===== src/rtl/cdc_pulse_arbiter_pkg.sv =====
// Shared state encoding and elaboration helpers for the CDC pulse arbiter
// and its round-robin picker.
package cdc_pulse_arbiter_pkg;

    typedef enum logic [1:0] {
        ST_IDLE   = 2'd0,
        ST_REQ_HI = 2'd1,
        ST_ACK_LO = 2'd2
    } arb_state_e;

    // Ceiling log2, used at elaboration to size counters and validate TAG_W.
    function automatic int clog2(input int value);
        int result;
        result = 0;
        for (int i = 0; i < 31; i++) begin
            if ((1 << i) < value) begin
                result = i + 1;
            end
        end
        return result;
    endfunction

endpackage


===== src/rtl/cdc_pulse_arbiter_rr_pick.sv =====
// Combinational N-way round-robin picker: returns the first set request at or
// above the pointer, wrapping around, together with a valid flag.
module rr_pick
    import cdc_pulse_arbiter_pkg::*;
#(
    parameter int N     = 4,
    parameter int TAG_W = 2
) (
    input  logic [N-1:0]     req_vec,
    input  logic [TAG_W-1:0] ptr,
    output logic             valid,
    output logic [TAG_W-1:0] idx
);

    localparam int SUM_W = TAG_W + 1;

    logic [2*N-1:0]   req_twice;
    logic [N-1:0]     rotated;
    logic [SUM_W-1:0] ptr_ext;
    logic [TAG_W-1:0] offset;
    logic [SUM_W-1:0] sum;

    if (TAG_W != clog2(N)) begin : g_bad_tag_w
        $error("rr_pick: TAG_W must equal clog2(N)");
    end

    // Rotating through a doubled copy puts the pointer position at bit 0.
    assign req_twice = {req_vec, req_vec};
    assign ptr_ext   = {1'b0, ptr};
    assign rotated   = req_twice[ptr_ext +: N];

    always_comb begin
        valid  = 1'b0;
        offset = '0;
        for (int i = N - 1; i >= 0; i--) begin
            if (rotated[i]) begin
                valid  = 1'b1;
                offset = TAG_W'(i);
            end
        end
    end

    always_comb begin
        sum = ptr_ext + {1'b0, offset};
        if (sum >= SUM_W'(N)) begin
            sum = sum - SUM_W'(N);
        end
    end

    assign idx = sum[TAG_W-1:0];

endmodule


===== src/rtl/cdc_pulse_arbiter.sv =====
// Shares one four-phase CDC pulse channel between N requesters: latches request
// pulses, grants round-robin, and runs the req/ack handshake with a stable tag.
module cdc_pulse_arbiter
    import cdc_pulse_arbiter_pkg::*;
#(
    parameter int N           = 4,
    parameter int TAG_W       = 2,
    parameter int TIMEOUT_CYC = 1024
) (
    input  logic             clk,
    input  logic             rst,
    input  logic [N-1:0]     req,
    input  logic             sync_ack,
    output logic             sync_req,
    output logic [TAG_W-1:0] grant_tag,
    output logic [N-1:0]     pending,
    output logic [N-1:0]     done,
    output logic [N-1:0]     overflow,
    output logic             timeout,
    output logic             busy
);

    localparam int               CNT_W      = (TIMEOUT_CYC > 1) ? clog2(TIMEOUT_CYC) : 1;
    localparam logic [CNT_W-1:0] CNT_LAST   = CNT_W'(TIMEOUT_CYC - 1);
    localparam bit               TIMEOUT_EN = (TIMEOUT_CYC != 0);

    if (TAG_W != clog2(N)) begin : g_bad_tag_w
        $error("cdc_pulse_arbiter: TAG_W must equal clog2(N)");
    end
    if (N < 2 || N > 16) begin : g_bad_n
        $error("cdc_pulse_arbiter: N must be in 2..16");
    end

    arb_state_e       state_q,     state_d;
    logic [TAG_W-1:0] rr_ptr_q,    rr_ptr_d;
    logic [N-1:0]     pending_q,   pending_d;
    logic             sync_req_q,  sync_req_d;
    logic [TAG_W-1:0] grant_tag_q, grant_tag_d;
    logic [N-1:0]     done_q,      done_d;
    logic [N-1:0]     overflow_q,  overflow_d;
    logic             timeout_q,   timeout_d;
    logic             busy_q,      busy_d;
    logic [CNT_W-1:0] cnt_q,       cnt_d;
    logic             abandon_q,   abandon_d;

    logic             pick_valid;
    logic [TAG_W-1:0] pick_idx;
    logic [N-1:0]     grant_vec;

    rr_pick #(
        .N     (N),
        .TAG_W (TAG_W)
    ) u_rr_pick (
        .req_vec (pending_q),
        .ptr     (rr_ptr_q),
        .valid   (pick_valid),
        .idx     (pick_idx)
    );

    always_comb begin
        state_d     = state_q;
        rr_ptr_d    = rr_ptr_q;
        sync_req_d  = sync_req_q;
        grant_tag_d = grant_tag_q;
        cnt_d       = cnt_q;
        abandon_d   = abandon_q;
        done_d      = '0;
        timeout_d   = 1'b0;
        grant_vec   = '0;

        case (state_q)
            ST_IDLE: begin
                cnt_d = '0;
                // A high ack means the channel has not returned to zero yet.
                if (pick_valid && !sync_ack) begin
                    grant_vec[pick_idx] = 1'b1;
                    grant_tag_d         = pick_idx;
                    sync_req_d          = 1'b1;
                    state_d             = ST_REQ_HI;
                    rr_ptr_d            = (pick_idx == TAG_W'(N - 1)) ? '0 : pick_idx + 1'b1;
                end
            end
            ST_REQ_HI: begin
                sync_req_d = 1'b1;
                if (sync_ack) begin
                    sync_req_d = 1'b0;
                    cnt_d      = '0;
                    state_d    = ST_ACK_LO;
                end else if (TIMEOUT_EN && cnt_q == CNT_LAST) begin
                    sync_req_d = 1'b0;
                    timeout_d  = 1'b1;
                    abandon_d  = 1'b1;
                    cnt_d      = '0;
                    state_d    = ST_ACK_LO;
                end else begin
                    cnt_d = cnt_q + 1'b1;
                end
            end
            ST_ACK_LO: begin
                if (!sync_ack) begin
                    done_d[grant_tag_q] = !abandon_q;
                    abandon_d           = 1'b0;
                    state_d             = ST_IDLE;
                end
            end
            default: begin
                sync_req_d = 1'b0;
                state_d    = ST_IDLE;
            end
        endcase

        // A request landing on its own grant cycle re-queues rather than overflows.
        pending_d  = (pending_q & ~grant_vec) | req;
        overflow_d = req & pending_q & ~grant_vec;
        busy_d     = (state_d != ST_IDLE);
    end

    always_ff @(posedge clk or posedge rst) begin
        if (rst) begin
            state_q     <= ST_IDLE;
            rr_ptr_q    <= '0;
            pending_q   <= '0;
            sync_req_q  <= 1'b0;
            grant_tag_q <= '0;
            done_q      <= '0;
            overflow_q  <= '0;
            timeout_q   <= 1'b0;
            busy_q      <= 1'b0;
            cnt_q       <= '0;
            abandon_q   <= 1'b0;
        end else begin
            state_q     <= state_d;
            rr_ptr_q    <= rr_ptr_d;
            pending_q   <= pending_d;
            sync_req_q  <= sync_req_d;
            grant_tag_q <= grant_tag_d;
            done_q      <= done_d;
            overflow_q  <= overflow_d;
            timeout_q   <= timeout_d;
            busy_q      <= busy_d;
            cnt_q       <= cnt_d;
            abandon_q   <= abandon_d;
        end
    end

    assign sync_req  = sync_req_q;
    assign grant_tag = grant_tag_q;
    assign pending   = pending_q;
    assign done      = done_q;
    assign overflow  = overflow_q;
    assign timeout   = timeout_q;
    assign busy      = busy_q;

endmodule


===== config.mk =====
export PLATFORM = sky130hd
export DESIGN_NAME = cdc_pulse_arbiter
export DESIGN_NICKNAME = d
export VERILOG_FILES = /design/src/rtl/cdc_pulse_arbiter_pkg.sv /design/src/rtl/cdc_pulse_arbiter_rr_pick.sv /design/src/rtl/cdc_pulse_arbiter.sv
export SDC_FILE = /design/constraint.sdc
export NUM_CORES = 1
export LEC_CHECK = 0
export CORE_UTILIZATION = 47
export CTS_BUF_LIST = sky130_fd_sc_hd__clkbuf_2
export CTS_CLUSTER_DIAMETER = 80
export CTS_CLUSTER_SIZE = 30
export DETAILED_ROUTE_END_ITERATION = 8
export PLACE_DENSITY = 0.71
export SLEW_MARGIN = 30
export SYNTH_ARGS = -nofsm -noshare
export SYNTH_HDL_FRONTEND = slang
export SYNTH_HIERARCHICAL = 1
export SYNTH_SLANG_ARGS = --single-unit

===== constraint.sdc =====
create_clock -name clk -period 6.4 [get_ports clk]
set_clock_uncertainty 0.1 [all_clocks]
set_input_delay 0.96 -clock clk [delete_from_list [all_inputs] [get_ports clk]]
set_output_delay 0.96 -clock clk [all_outputs]
set_load 0.05 [all_outputs]

# Word-level counts from Yosys, hierarchy flattened
# Index checks and enable logic that the tools add are counted.
# W data, S select, Z words.
[word_totals] output_inout_bits=17 register_bits=32 word_cells=85 input_bits=7
[op_classes] bitwise=7 n_eq_ne=8 n_shift=1 add_sub_neg=4 muxes=37 n_lt_le_gt_ge=5 reduce_logical=12
[ops] op="$mux W10" n=2
[ops] op="$mux W2" n=10
[ops] op="$pmux W10 S2" n=1
[ops] op="$and A4 B4 Y4" n=4
[ops] op="$mux W4" n=4
[ops] op="$mux W1" n=15
[ops] op="$add A10 B1 Y10 const B" n=1
[ops] op="$eq A10 B10 Y1 const B" n=1
[ops] op="$ne A2 B2 Y1 const B" n=4
[ops] op="$shiftx A8 B3 Y4" n=1
[ops] op="$lt A2 B3 Y1 const B" n=2
[ops] op="$pmux W2 S3" n=1
[ops] op="$reduce_bool A2 Y1" n=3
[ops] op="$demux W1 S2" n=2
[ops] op="$eq A2 B2 Y1 const B" n=2
[ops] op="$ge A2 B1 Y1 const B" n=2
[ops] op="$not A4 Y4" n=1
[ops] op="$or A4 B4 Y4" n=1
[ops] op="$reduce_and A2 Y1" n=2
[ops] op="$reduce_and A4 Y1" n=1
[ops] op="$add A2 B2 Y3" n=1
[ops] op="$ge A3 B3 Y1 const B" n=1
[ops] op="$logic_and A1 B1 Y1" n=3
[ops] op="$pmux W1 S3" n=1
[ops] op="7 further kinds" n=8

# Longest topological paths before layout
# Gate-level depths: netlist of run 1.
[logic_depth] word_depth=17 mapped_depth=11

# Modules after synthesis
# Netlist of run 1, hierarchy kept.
[by_module_without_submodules] mod="cdc_pulse_arbiter" area_per_inst_um2=1417.6 cells_per_inst=121 n_inst=1
[by_module_without_submodules] mod="rr_pick" area_per_inst_um2=180.2 cells_per_inst=23 n_inst=1

# Worst setup path before layout of run 1
# No wires, ideal clock.
[synth_timing] kind="reg-to-reg" start="register pending_q[0], in the netlist pending[0]" end="register rr_ptr_q[1]" setup_ns=0.125 setup_slack_ns=3.708 path_buffers=0 stages_incl_launch_ff=11 t_required_ns=6.175 arrival_time_ns=2.467 path_cell_list="dfrtp_1 > nor2b_1 > a21oi_1 > o22ai_1 > o21a_1 > ha_1 > xnor2_1 > xnor2_1 > inv_1 > ha_1 > mux2_2"
[synth_via] elab_chain_cells=10 elab_cells_between_ends=18
[synth_lines] item="start, declared" line="cdc_pulse_arbiter.sv:36" rtl="logic [N-1:0] pending_q, pending_d;"
[synth_lines] item="start signal, assigned" line="cdc_pulse_arbiter.sv:134" rtl="pending_q <= pending_d;"
[synth_lines] item="$shiftx A8 B3 Y4 *" line="cdc_pulse_arbiter_rr_pick.sv:30" rtl="assign rotated = req_twice[ptr_ext +: N];"
[synth_lines] item="$mux W2 (3 in a row)" line="cdc_pulse_arbiter_rr_pick.sv:36" rtl="if (rotated[i]) begin"
[synth_lines] item="$mux W2 *" line="cdc_pulse_arbiter_rr_pick.sv:36"
[synth_lines] item="$add A2 B2 Y3 *" line="cdc_pulse_arbiter_rr_pick.sv:44" rtl="sum = ptr_ext + {1'b0, offset};"
[synth_lines] item="$ge A3 B3 Y1 or $sub A2 B1 Y2 (tied branches)" line="cdc_pulse_arbiter_rr_pick.sv:45, cdc_pulse_arbiter_rr_pick.sv:46"
[synth_lines] item="$mux W2 *" line="cdc_pulse_arbiter_rr_pick.sv:45" rtl="if (sum >= SUM_W'(N)) begin"
[synth_lines] item="net pick_idx[1]" line="cdc_pulse_arbiter.sv:47" rtl="logic [TAG_W-1:0] pick_idx;"
[synth_lines] item="$add A2 B1 Y2 or $eq A2 B2 Y1 (tied branches)" line="cdc_pulse_arbiter.sv:80" rtl="rr_ptr_d = (pick_idx == TAG_W'(N - 1)) ? '0 : pick_idx + 1'b1;"
[synth_lines] item="$mux W2 *" line="cdc_pulse_arbiter.sv:80"
[synth_lines] item="end signal, assigned" line="cdc_pulse_arbiter.sv:133" rtl="rr_ptr_q <= rr_ptr_d;"
[synth_lines] item="end, declared" line="cdc_pulse_arbiter.sv:35" rtl="logic [TAG_W-1:0] rr_ptr_q, rr_ptr_d;"
# The timed path passes the listed nets; every way through them passes the cells marked *.
# A chain may end at the register's enable or synchronous reset.

# Worst setup path in the final report of run 1
[layout_timing] start="register pending_q[0], in the netlist pending[0]" end="output pending[0]"
[layout_rtl] item="end, declared" line="cdc_pulse_arbiter.sv:16" rtl="output logic [N-1:0] pending,"
# No word-level cell between the ends.

==> run summary, run 1 <==
Outcome = complete, no violations
Die W = 60.31 µm
Vias in the first global route = 1,153
Routed WL = 2952 µm
CTS Root Buffer Type = clkbuf_2
Yosys top cell by area = dfrtp_1
Max layer used = met4
First-pass GRT wire length = 5147 µm
PD cells = 457.7 nW/µm²
Critical path's top delay family = buffers and inverters
GRT Total Usage = 19.76%
Worst setup path start = pending[0]$_DFF_PP0_
Grt ovf = 0
Reg2Reg Depth = 10
CTS Buf Count = 5
DRT Pass-1 Iters = 4
Crit end category = output port
Final Hold Vio Count = 0
Number of I/O port buffers = 23
Share of cells above drive strength 1 = 11.05%
Clk_lat worst skew = 0.37 ns
Async S/R FF share, synth = 100.0%
Critical path's slowest cell = clkdlybuf4s50_1
Avg WL per Cell = 13.67 µm
Worst hold start = cnt_q[5]$_DFFE_PP0P_
Synth-to-Final Area Change = 20.67%
Row cnt = 20
CTS Sinks = 32
Hpwl dp = 2145 µm
H-Tree Depth = 2
Met3 routed WL = 119 µm
Worst Setup Start Kind = flip-flop
Synth top area share = 50.12%
Setup Viol. Count Final = 0
Minimum clock period = 2.884 ns
Buffer and inverter count on the worst path = 1
Syn_area_per_cell = 11.10 µm²
Top cells by area, synth = dfrtp_1 (50%), ha_1 (4.7%), mux2_2 (3.5%)
Via-per-instance ratio = 5.481
Hold path depth = 1
Die ar. = 3637 µm²
Initial drt markers = 56
Overall power = 882.4 µW
Synthesis-stage register bit count = 32
# resized after CTS = 0
Worst EP arrival = 1.82 ns
Max incr delay on CP = 0.88 ns
Nets = 184
Bufs on Longest Clock Path = 2
Cts hold-fix bufs = 0
Core ar. = 3128 µm²
CTS tree = done
Worst reg2reg path startpoint = pending[0]$_DFF_PP0_
Leak pwr = 0.0008458 µW
Antenna-violating nets left = 0
Die span in y = 60.31 µm
Yosys cell types = 43
Postcts setup bufs = 0
Worst-margin pin slew = 0.8344 ns
GPL Wtd Cong = 0.7693
Pins Over Slew Limit = 0
R2R setup slack = 3.82 ns
Initial antenna violation count = 0
Crit Reg-Reg Endpoint = rr_ptr_q[1]$_DFFE_PP0P_
Via count = 1,184
Cell Chain, Critical Path = clkdlybuf4s50_1
Final Cycle Share = 45.06%
# fillers = 265
RSZ-0062 raised after global routing = no
Wire length on met2 = 1543 µm
YS warnings = 6
Sequential area share after synthesis = 50.12%
Stages on worst setup path = 1
Setup TNS = 0 ns
Max Fanout on Critical Path = 11
Synthesized cell area = 1598 µm²
Main synth FF type = dfrtp_1
Type of the worst min-delay path = flip-flop to flip-flop
CTS clk-pin slew, worst paths = 0.15 ns
WL met1 = 1233 µm
Maximum VDD drop = 0.0002853 V
Worst Hold End = cnt_q[5]$_DFFE_PP0P_
Initial Util = 51.08%
Max Cap Viol = 0
Largest net degree at the start of global routing = 33
Post-synthesis cell count = 144
Antenna diode count = 0
DR DRC count = 0
Critical setup path kind = flip-flop to output port
Maximum clock rate = 346.8 MHz
Post-route core utilization = 61.64%
Mapped Nets = 157
IO Pins = 24
Slew margin rel. = 44.23%
CP required = 5.34 ns
EDFF count, synth = 0
[cell usage in the layout, fill, tap and decap left out, types with 6 or more instances in the layout]
cell,n
clkdlybuf4s50_1,23
nand2_1,15
dfrtp_1,32
a21oi_1,6
ha_1,6
and3_1,8
[report_power, final]
group	switching [µW]	leakage, µW	internal, µW
clock	66.4	0.0000380	63.7
sequential	74.8	0.000402	252
combinational	251	0.000406	175
[cell usage after synthesis (2+ instances only)]
cell and number:
mux2_2 5, nand3_1 4, nor2_1 4, nor3b_1 2
dfrtp_1 32, o21ai_0 5, buf_2 2, nand2b_1 4
inv_1 5, xnor2_1 4, and3_1 8, a21oi_1 6
nor3_1 3, o31ai_1 2, nand2_1 15, nand4_1 3
a21o_1 5, ha_1 6, a22o_1 3, nor2b_1 2
xor2_1 2
[kinds of logic (layout without fill, tap and decap cells)]
| kind of cell | count (synthesis) | count (layout) | share of synthesized area (%) |
|---|---|---|---|
| fa+ha+maj | 6 | 6 | 4.698 |
| compound gates | 31 | 31 | 15.27 |
| flops | 32 | 32 | 50.12 |
| xor+xnor | 6 | 6 | 3.289 |
| buf+inv | 9 | 37 | 2.741 |
| mux | 7 | 7 | 5.090 |
| simple gates | 53 | 53 | 18.79 |
[sequential cells by signal (all words and copies together) (netlist names)]
register and cells:
busy 1, timeout 1, cnt_q 10, rr_ptr_q 2, abandon_q 1, pending 4
sync_req 1, overflow 4, done 4, grant_tag 2, state_q 2
[worst max path at each step]
stage / end / slack (ns)
finish: pending[0] / 3.52
global route: pending[0] / 3.40
CTS: pending[0] / 3.48
detailed placement: cnt_q[5]$_DFFE_PP0P_ / 3.51
global placement: rr_ptr_q[0]$_DFFE_PP0P_ / 3.52
floorplan: rr_ptr_q[1]$_DFFE_PP0P_ / 3.71
[layout make-up]
cell class	count	area, µm²	area share (%)
well taps	44	55.05	2.855
multi-input cells	103	753.2	39.07
flip-flops and latches	32	800.8	41.53
clock inverters	3	37.54	1.947
inverters	5	18.77	0.9734
clock buffers	5	25.02	1.298
repair buffers	24	237.7	12.33
[layer usage]
layer | vias up | global-route usage, %
met5 | - | 0
met4 | 0 | 8.970
met3 | 7 | 6.710
met2 | 24 | 33.75
met1 | 580 | 22.18
li1 | 573 | -
[through the flow]
step | setup WS [ns] | std cells | instance area [µm²] | hold WS [ns]
global placement | 3.520 | 208 | 1866 | 0.3581
finish | 3.516 | 216 | 1928 | 0.3882
detailed placement | 3.514 | 208 | 1866 | 0.3687
floorplan | 3.708 | 144 | 1598 | 0.3438
CTS | 3.480 | 216 | 1928 | 0.3881
global route | 3.396 | 216 | 1928 | 0.4086
(Power assumes the default switching activity.)
==> inputs of run 2 (changes only) <==
--- a/config.mk
+++ b/config.mk
@@ -10,7 +10,7 @@
 export CTS_CLUSTER_DIAMETER = 80
 export CTS_CLUSTER_SIZE = 30
 export DETAILED_ROUTE_END_ITERATION = 8
-export PLACE_DENSITY = 0.71
+export PLACE_DENSITY = 0.74
 export SLEW_MARGIN = 30
 export SYNTH_ARGS = -nofsm -noshare
 export SYNTH_HDL_FRONTEND = slang
==> constraint.sdc (replaced) <==
create_clock -name clk -period 2.6 [get_ports clk]
set_clock_uncertainty 0.1 [all_clocks]
set_input_delay 0.39 -clock clk [delete_from_list [all_inputs] [get_ports clk]]
set_output_delay 0.39 -clock clk [all_outputs]
set_load 0.05 [all_outputs]
==> run 2 against run 1 <==
Net effect:
- core utilization up 1.9 points
- critical endpoint is now rr_ptr_q[1]$_DFFE_PP0P_
- clock power grew 75%
- worst hold slack got worse by 0.11 ns
- setup slack got worse by 3.5 ns
- first-iteration DRC count down 18%
- routed wire length increased by 13%
- cell area grew 3.1%
- critical path type is now flip-flop to flip-flop
- final cell count increased by 3.2%
- combinational power increased to 2.8 times the previous value
- non-clock buffer count rose by 7
- register-to-register slack worse by 3.8 ns
==> run summary, run 2 (synthesized netlist as in run 1, its figures left out) <==
Net Sw Power = 1031 µW (+160%)
Hpwl dp = 2199 µm (+2.5%)
Worst-margin pin slew = 0.5563 ns (-0.2781 ns)
Number of flip-flops in the largest register = 10 (unchanged)
Maximum clock rate = 392.5 MHz
CTS Buf Count = 5 (unchanged)
Largest reg by FF count = cnt_q
Die W = 60.31 µm (unchanged)
Final Cycle Share = 97.99%
Die ar. = 3637 µm² (unchanged)
CTS clk-pin slew, worst paths = 0.17 ns (+0.02 ns)
Type of the worst min-delay path = input port to async pin
Worst Setup Start Kind = flip-flop
Via-per-instance ratio = 5.448 (-0.60%)
Bufs on Longest Clock Path = 2 (unchanged)
Worst setup path start = rr_ptr_q[1]$_DFFE_PP0P_
Outcome = complete, no violations
Avg WL per Cell = 14.89 µm (+9.0%)
Critical setup path kind = flip-flop to flip-flop
GRT Total Usage = 20.32% (+0.56 points)
Combinational Power Share = 53.3% (+5.1 points)
CP required = 2.75 ns (-2.59 ns)
Core ar. = 3128 µm² (unchanged)
Crit end category = flip-flop
Worst EP arrival = 2.70 ns (+0.88 ns)
CTS Sinks = 32 (unchanged)
Highest-count cells in the layout ignoring fill and taps = dfrtp_1 (28), clkdlybuf4s50_1 (23), nand2_1 (15)
Clk_lat worst skew = 0.36 ns (about the same)
Max Fanout on Critical Path = 6 (-5)
Routed WL = 3321 µm (+13%)
Pins Over Slew Limit = 0 (unchanged)
Setup TNS = 0 ns (unchanged)
Max Cap Viol = 0 (unchanged)
PD cells = 1126 nW/µm² (+150%)
First-pass GRT wire length = 5237 µm (+1.7%)
GPL Wtd Cong = 0.8915 (+16%)
Antenna-violating nets left = 0 (unchanged)
Worst reg2reg path startpoint = rr_ptr_q[1]$_DFFE_PP0P_
Nets = 191 (+3.8%)
CTS Root Buffer Type = clkbuf_2
Largest net degree at the start of global routing = 33 (unchanged)
Leak pwr = 0.0008815 µW (+4.2%)
Initial antenna violation count = 0 (unchanged)
Share of cells above drive strength 1 = 18.99% (+7.9 points)
Number of I/O port buffers = 23 (unchanged)
Maximum VDD drop = 0.0006508 V (+130%)
Final Hold Vio Count = 0 (unchanged)
DRT Pass-1 Iters = 4 (unchanged)
Vias in the first global route = 1,170 (+1.5%)
CTS tree = done
DR DRC count = 0 (unchanged)
Row cnt = 20 (unchanged)
Clk network pwr share = 10.2% (-4.5 points)
Minimum clock period = 2.548 ns
Via count = 1,215 (+2.6%)
H-Tree Depth = 2 (unchanged)
Die span in y = 60.31 µm (unchanged)
Slew margin rel. = 62.91% (+19 points)
IO Pins = 24 (unchanged)
Seq pwr share = 36.5% (-0.5 points)
Setup Viol. Count Final = 0 (unchanged)
Initial drt markers = 46 (-18%)
Switching part of the total = 46.06% (+1.6 points)
Min Hold Slack = 0.2742 ns (-0.1140 ns)
Synth-to-Final Area Change = 24.43%
Antenna diode count = 0 (unchanged)
Initial Util = 51.08% (unchanged)
Int Power = 1208 µW (+150%)
Grt ovf = 0 (unchanged)
Most common cell after layout, fill and taps aside = dfrtp_1
[run 2: changes by cell type in the layout (fill, tap and decap cells not counted), sizes merged]
| cell | previous run | this run |
|---|---|---|
| buf | 1 | 7 |
| bufinv | 1 | 0 |
| dlymetal6s2s | 0 | 1 |
| clkinv | 2 | 3 |
[run 2: power groups by stage]
| stage | registers [µW] | clock network [µW] | logic [µW] |
|---|---|---|---|
| floorplan | 1030 | 0 | 533 |
| global placement | 806 | 0 | 1030 |
| detailed placement | 819 | 0 | 1080 |
| CTS | 808 | 240 | 1100 |
| global route | 843 | 257 | 1270 |
| finish | 818 | 228 | 1190 |
[run 2: worst paths after layout]
check / slack [ns] / endpoint / cells after the start
setup / recovery: 0.05 / rr_ptr_q[1]$_DFFE_PP0P_ / 10
hold / removal: 0.27 / cnt_q[3]$_DFFE_PP0P_ / 3
setup reg to reg: 0.05 / rr_ptr_q[1]$_DFFE_PP0P_ / 10
hold reg to reg: 0.40 / done[1]$_DFF_PP0_ / 1
max in group asynchronous: 1.80 / rr_ptr_q[1]$_DFFE_PP0P_ / 3
min in group clk: 0.40 / done[1]$_DFF_PP0_ / 1
[run 2: routing by layer]
layer | GRT usage (%) | part of all wire [%] | vias up
li1 | - | - | 589
met1 | 24.00 | 43 | 592
met2 | 34.22 | 52 | 28
met3 | 5.195 | 3.0 | 6
met4 | 9.967 | 2.0 | 0
met5 | 0 | 0 | -
[run 2: cell type report]
class | count | area, µm²
well taps | 44 | 55.05
fillers | 262 | 1140
inverters | 5 | 18.77
multi-input cells | 103 | 774.5
flip-flops and latches | 32 | 805.8
clock buffers | 5 | 25.02
repair buffers | 31 | 295.3
clock inverters | 3 | 13.76
[run 2: critical path, stage by stage, from the launching register on]
cell and delay [ns]:
dfrtp_2 0.47, nand2b_4 0.16, a2bb2oi_2 0.16, o211ai_1 0.12, o21a_1 0.15, ha_1 0.19, xnor2_1 0.13, xnor2_1 0.29
inv_1 0.12, ha_1 0.29, mux2_2 0.26
[run 2: timing repair]
item                                    in CTS  in global routing
gates resized for setup                      0                  6
endpoints found under the setup margin       1                  8
setup buffers                                1                  4
hold buffers                                 0                  0
pin swaps                                    1                  1
[run 2: metrics by stage]
| step | total power [µW] | util [%] | cell area [µm²] | std cells | setup slack [ns] |
|---|---|---|---|---|---|
| after floorplan | 1567 | - | 1602 | 144 | 0.1211 |
| after global placement | 1839 | 60.24 | 1884 | 210 | 0.2031 |
| after detailed placement | 1895 | 60.24 | 1884 | 210 | -0.01857 |
| after CTS | 2150 | 61.72 | 1931 | 219 | 0.02375 |
| after global routing | 2372 | 63.56 | 1988 | 223 | -0.03408 |
| final | 2239 | 63.56 | 1988 | 223 | 0.05219 |
